===== src/rtl/arith_pkg.sv =====
// Shared definitions for the bit-serial arithmetic blocks: the sequencer state
// encoding and a helper that sizes the per-bit counter.
package arith_pkg;

    typedef enum logic [1:0] {
        IDLE = 2'd0,
        RUN  = 2'd1,
        DONE = 2'd2
    } state_t;

    // One spare bit above $clog2 keeps the counter from wrapping, even when W is a power of two.
    function automatic int cnt_width(input int w);
        return $clog2(w) + 1;
    endfunction

endpackage


===== src/rtl/full_subtractor.sv =====
// Single-bit combinational subtract cell: d = a - b - bin, with borrow-out.
module full_subtractor (
    input  logic a,
    input  logic b,
    input  logic bin,
    output logic d,
    output logic bout
);

    logic w_axb;

    assign w_axb = a ^ b;
    assign d     = w_axb ^ bin;
    assign bout  = (~a & b) | (~w_axb & bin);

endmodule


===== src/rtl/serial_subtractor.sv =====
// Bit-serial a - b, LSB first, one bit per clock, reusing a single subtract
// cell and a borrow flop; valid/ready handshakes on both sides.
module serial_subtractor
    import arith_pkg::*;
#(
    parameter int W = 8
) (
    input  logic         clk,
    input  logic         rst,
    input  logic         in_valid,
    output logic         in_ready,
    input  logic [W-1:0] a,
    input  logic [W-1:0] b,
    output logic         out_valid,
    input  logic         out_ready,
    output logic [W-1:0] diff,
    output logic         borrow,
    output logic         zero
);

    localparam int            CW       = cnt_width(W);
    localparam logic [CW-1:0] CNT_LAST = CW'(W - 1);
    localparam logic [CW-1:0] CNT_ONE  = CW'(1);
    localparam logic [CW-1:0] CNT_ZERO = CW'(0);

    state_t        r_state;
    logic [W-1:0]  r_a_sh;
    logic [W-1:0]  r_b_sh;
    logic [W-1:0]  r_res;
    logic          r_bflop;
    logic [CW-1:0] r_cnt;
    logic          r_in_ready;
    logic          r_out_valid;
    logic [W-1:0]  r_diff;
    logic          r_borrow;
    logic          r_zero;

    logic          w_d;
    logic          w_bout;
    logic [W-1:0]  w_res_next;

    full_subtractor u_cell (
        .a    (r_a_sh[0]),
        .b    (r_b_sh[0]),
        .bin  (r_bflop),
        .d    (w_d),
        .bout (w_bout)
    );

    // New bit enters at the MSB end so the LSB-first result lands in place after W shifts.
    generate
        if (W == 1) begin : g_res_w1
            assign w_res_next = w_d;
        end else begin : g_res_wn
            assign w_res_next = {w_d, r_res[W-1:1]};
        end
    endgenerate

    // Sequencer, datapath shift registers and registered outputs.
    always_ff @(posedge clk) begin
        if (rst) begin
            r_state     <= IDLE;
            r_a_sh      <= {W{1'b0}};
            r_b_sh      <= {W{1'b0}};
            r_res       <= {W{1'b0}};
            r_bflop     <= 1'b0;
            r_cnt       <= CNT_ZERO;
            r_in_ready  <= 1'b1;
            r_out_valid <= 1'b0;
            r_diff      <= {W{1'b0}};
            r_borrow    <= 1'b0;
            r_zero      <= 1'b0;
        end else begin
            case (r_state)
                IDLE: begin
                    if (in_valid && r_in_ready) begin
                        r_a_sh     <= a;
                        r_b_sh     <= b;
                        r_res      <= {W{1'b0}};
                        r_bflop    <= 1'b0;
                        r_cnt      <= CNT_ZERO;
                        r_in_ready <= 1'b0;
                        r_state    <= RUN;
                    end else begin
                        r_in_ready <= 1'b1;
                    end
                end
                RUN: begin
                    r_a_sh  <= r_a_sh >> 1;
                    r_b_sh  <= r_b_sh >> 1;
                    r_res   <= w_res_next;
                    r_bflop <= w_bout;
                    r_cnt   <= r_cnt + CNT_ONE;
                    if (r_cnt == CNT_LAST) begin
                        r_diff      <= w_res_next;
                        r_borrow    <= w_bout;
                        r_zero      <= (w_res_next == {W{1'b0}});
                        r_out_valid <= 1'b1;
                        r_state     <= DONE;
                    end else begin
                        r_state     <= RUN;
                    end
                end
                DONE: begin
                    if (r_out_valid && out_ready) begin
                        r_out_valid <= 1'b0;
                        r_in_ready  <= 1'b1;
                        r_state     <= IDLE;
                    end else begin
                        r_state     <= DONE;
                    end
                end
                default: begin
                    r_state     <= IDLE;
                    r_in_ready  <= 1'b1;
                    r_out_valid <= 1'b0;
                end
            endcase
        end
    end

    assign in_ready  = r_in_ready;
    assign out_valid = r_out_valid;
    assign diff      = r_diff;
    assign borrow    = r_borrow;
    assign zero      = r_zero;

endmodule


===== config.mk =====
export PLATFORM = sky130hd
export DESIGN_NAME = serial_subtractor
export DESIGN_NICKNAME = d
export VERILOG_FILES = /design/src/rtl/arith_pkg.sv /design/src/rtl/full_subtractor.sv /design/src/rtl/serial_subtractor.sv
export SDC_FILE = /design/constraint.sdc
export NUM_CORES = 1
export LEC_CHECK = 0
export ABC_CLOCK_PERIOD_IN_PS = 3200
export CAP_MARGIN = 40
export CORE_MARGIN = 2
export CORE_UTILIZATION = 35
export DETAILED_ROUTE_END_ITERATION = 10
export GPL_TIMING_DRIVEN = 1
export HOLD_SLACK_MARGIN = 0.03
export PLACE_DENSITY = 0.66
export SLEW_MARGIN = 10
export SYNTH_ARGS = -nofsm -noshare
export SYNTH_HDL_FRONTEND = slang
export SYNTH_SLANG_ARGS = --single-unit
export TNS_END_PERCENT = 30

===== constraint.sdc =====
create_clock -name clk -period 3.2 [get_ports clk]
set_input_delay 0.32 -clock clk [delete_from_list [all_inputs] [get_ports clk]]
set_output_delay 0.32 -clock clk [all_outputs]
set_load 0.1 [all_outputs]

==> impl_metrics.json <==
{
  "cap_violations": 0,
  "clk_pin_slew_ns": 0.08,
  "vias": 1632,
  "critical_path_buf_inv_count": 2,
  "post-route-min-period_ns": 1.74,
  "clk_latency_ns": 0.29,
  "die_w_um": 77.2,
  "grt_use_met3": 0.0353,
  "drv_slew": 0,
  "crit_chain": "clkdlybuf4s50_1, buf_8",
  "overflow": 0,
  "tns_ns": 0,
  "synth.avg_cell_area_sq_um": 8.76,
  "startpoint_type": "flop",
  "worst_pin_slew_ns": 0.765,
  "utilization": 0.475,
  "path_max_fanout": 5,
  "period_share": 0.544,
  "setup_ws_ns": 1.46,
  "gp_congestion": 0.705,
  "final_cell_count_no_fill": 320,
  "syn_inst": 214,
  "postPlaceCellArea_sq_um": 2360,
  "crit_required_ns": 2.88,
  "met1_usage": 0.183,
  "root_buffer": "clkbuf_8",
  "min_from": "r_bflop",
  "power.density_nw_per_um2": 442,
  "critPathSlowestCell": "clkdlybuf4s50_1",
  "fp-row-count": 26,
  "setup.worst_path.end_class": "primary output",
  "antenna_left": 0,
  "hp-class": "flop to flop",
  "fin_skew_ns": 0.00847,
  "layout_commonest_cell": "dfxtp_1",
  "power_frac_clock": 0.293,
  "port_buffers": 31,
  "seqCellArea_sq_um": 841,
  "arrival_ns": 1.42,
  "grt_use_met2": 0.250,
  "routedWlPerCell_um": 12.5,
  "clockBufferDepth": 2,
  "ys_ff_latch": 42,
  "fmax_mhz": 574,
  "core_area_sq_um": 5140,
  "h-tree-depth": 2,
  "seq_area_frac_synth": 0.449,
  "grt_pass1_vias": 1638,
  "cts_setup_buffers": 0,
  "pre_cts_ws_ns": 1.33,
  "drt_iter0_drc": 103,
  "nets": 272,
  "drc": 0,
  "antenna_found_initial": 0,
  "post_cts_resized": 0,
  "cts_tree": "yes",
  "hpwl_um": 2560,
  "p_sw_mw": 0.300,
  "relSlewSlack": 0.490,
  "antenna_cells": 0,
  "synth-async-reset-ratio": 0,
  "vias_per_cell": 5.10,
  "grt_pass1_wl_um": 7240,
  "layout_common_cells": "42 x dfxtp_1, 31 x clkdlybuf4s50_1, 30 x nor2_1",
  "power.leakage_nw": 0.862,
  "setup_viol": 0,
  "pwr-share-comb": 0.176,
  "rrSetupSlack_ns": 1.57,
  "hold_violations": 0,
  "rr_startpoint": "r_state[1]",
  "p_sw_frac": 0.278,
  "synth_nets": 236,
  "cts_buffers": 5,
  "postCtsHoldBufs": 0,
  "yosys_warnings": 0,
  "synth_edf_count": 0,
  "critical_path.top_delay_family": "buffers and inverters",
  "p_total_mw": 1.08,
  "drive_gt1_frac": 0.164,
  "fillCellCount": 526,
  "hold_slack_ns": 0.469,
  "dp.cells": 313,
  "critPathLaunch": "in_ready",
  "status": "completed",
  "initial_core_util": 0.365,
  "synth_area_sq_um": 1870,
  "area_delta_synth_final_pct": 30.2,
  "p_seq_frac": 0.531,
  "die_area_sq_um": 5960,
  "p_int_mw": 0.779,
  "totalWireLength_um": 3990,
  "die_h_um": 77.2,
  "ios": 32,
  "track_usage": 0.148,
  "synth_cell_types": 34,
  "drtPass1Iterations": 4,
  "rsz0062_at_grt": "false",
  "peakVddDrop_v": 0.000269,
  "final_area_sq_um": 2440,
  "ys.flop_type": "dfxtp_1",
  "path_class": "flop to primary output",
  "multi_input_area_sq_um": 898,
  "grt_max_degree": 38,
  "clock-sinks": 42,
  "grt_busiest_layer": "met2",
  "critPathMaxStageDelay_ns": 0.54
}
power by group through the flow:
| stage | Combinational [mW] | Sequential, mW | Clock, mW |
|---|---|---|---|
| 4_1_cts | 0.192 | 0.573 | 0.325 |
| 5_1_grt | 0.214 | 0.577 | 0.344 |
| 2_1_floorplan | 0.145 | 0.588 | 0 |
| 3_5_place_dp | 0.191 | 0.585 | 0 |
| 3_3_place_gp | 0.184 | 0.586 | 0 |
| 6_report | 0.190 | 0.573 | 0.316 |
layer usage:
metal  vias to the layer above  routed length (um)
li1                        829                   -
met1                       777                1880
met2                        24                1930
met3                         2                 137
met4                         0                  43
met5                         -                   0
cells in the mapped netlist (2+ instances only):
cell,number,area share
o21ai_0,10,0.027
buf_4,4,0.016
dfxtp_1,42,0.45
nor3_1,9,0.024
a21oi_1,25,0.067
nand2b_1,2,0.0067
nor2_1,30,0.060
nand2_1,14,0.028
buf_6,5,0.030
nor4_1,6,0.020
buf_2,5,0.013
nor2b_1,2,0.0067
nor3_2,5,0.027
nor4_2,10,0.067
nand3b_1,2,0.0080
inv_1,2,0.0040
clkbuf_1,5,0.010
nand3_1,20,0.053
tightest hold or removal path, cell delays in order, from the launching register on:
cell and delay (ns):
dfxtp_1 0.31, nand3_1 0.06, a21oi_1 0.06
logic make-up (layout without fill, tap and decap cells):
group,after synthesis,count (layout),share of synthesized area
flops,42,42,0.449
compound gates,43,43,0.130
simple gates,106,106,0.331
buf+inv,21,57,0.0734
fa+ha+maj,2,2,0.0174
worst paths after layout:
check / endpoint / cells past startpoint
worst max-delay path: in_ready / 2
worst min-delay path: r_bflop / 2
worst max register to register: r_a_sh[0] / 4
worst min register to register: r_bflop / 2
sequential cells by signal, indices dropped and copies added, names as in the netlist:
name / flops
diff: 8
r_cnt: 4
zero: 1
r_b_sh: 8
r_state: 2
r_bflop: 1
r_res: 7
out_valid: 1
r_a_sh: 8
in_ready: 1
borrow: 1
cell type report:
| class | instances | share of cell area |
|---|---|---|
| multi-input combinational | 151 | 0.368 |
| clock buffer | 5 | 0.0282 |
| inverter | 2 | 0.00308 |
| timing repair buffer | 48 | 0.216 |
| sequential | 42 | 0.344 |
| clock inverter | 2 | 0.00410 |
| tap | 70 | 0.0359 |
Power figures use the tool's default switching activity.
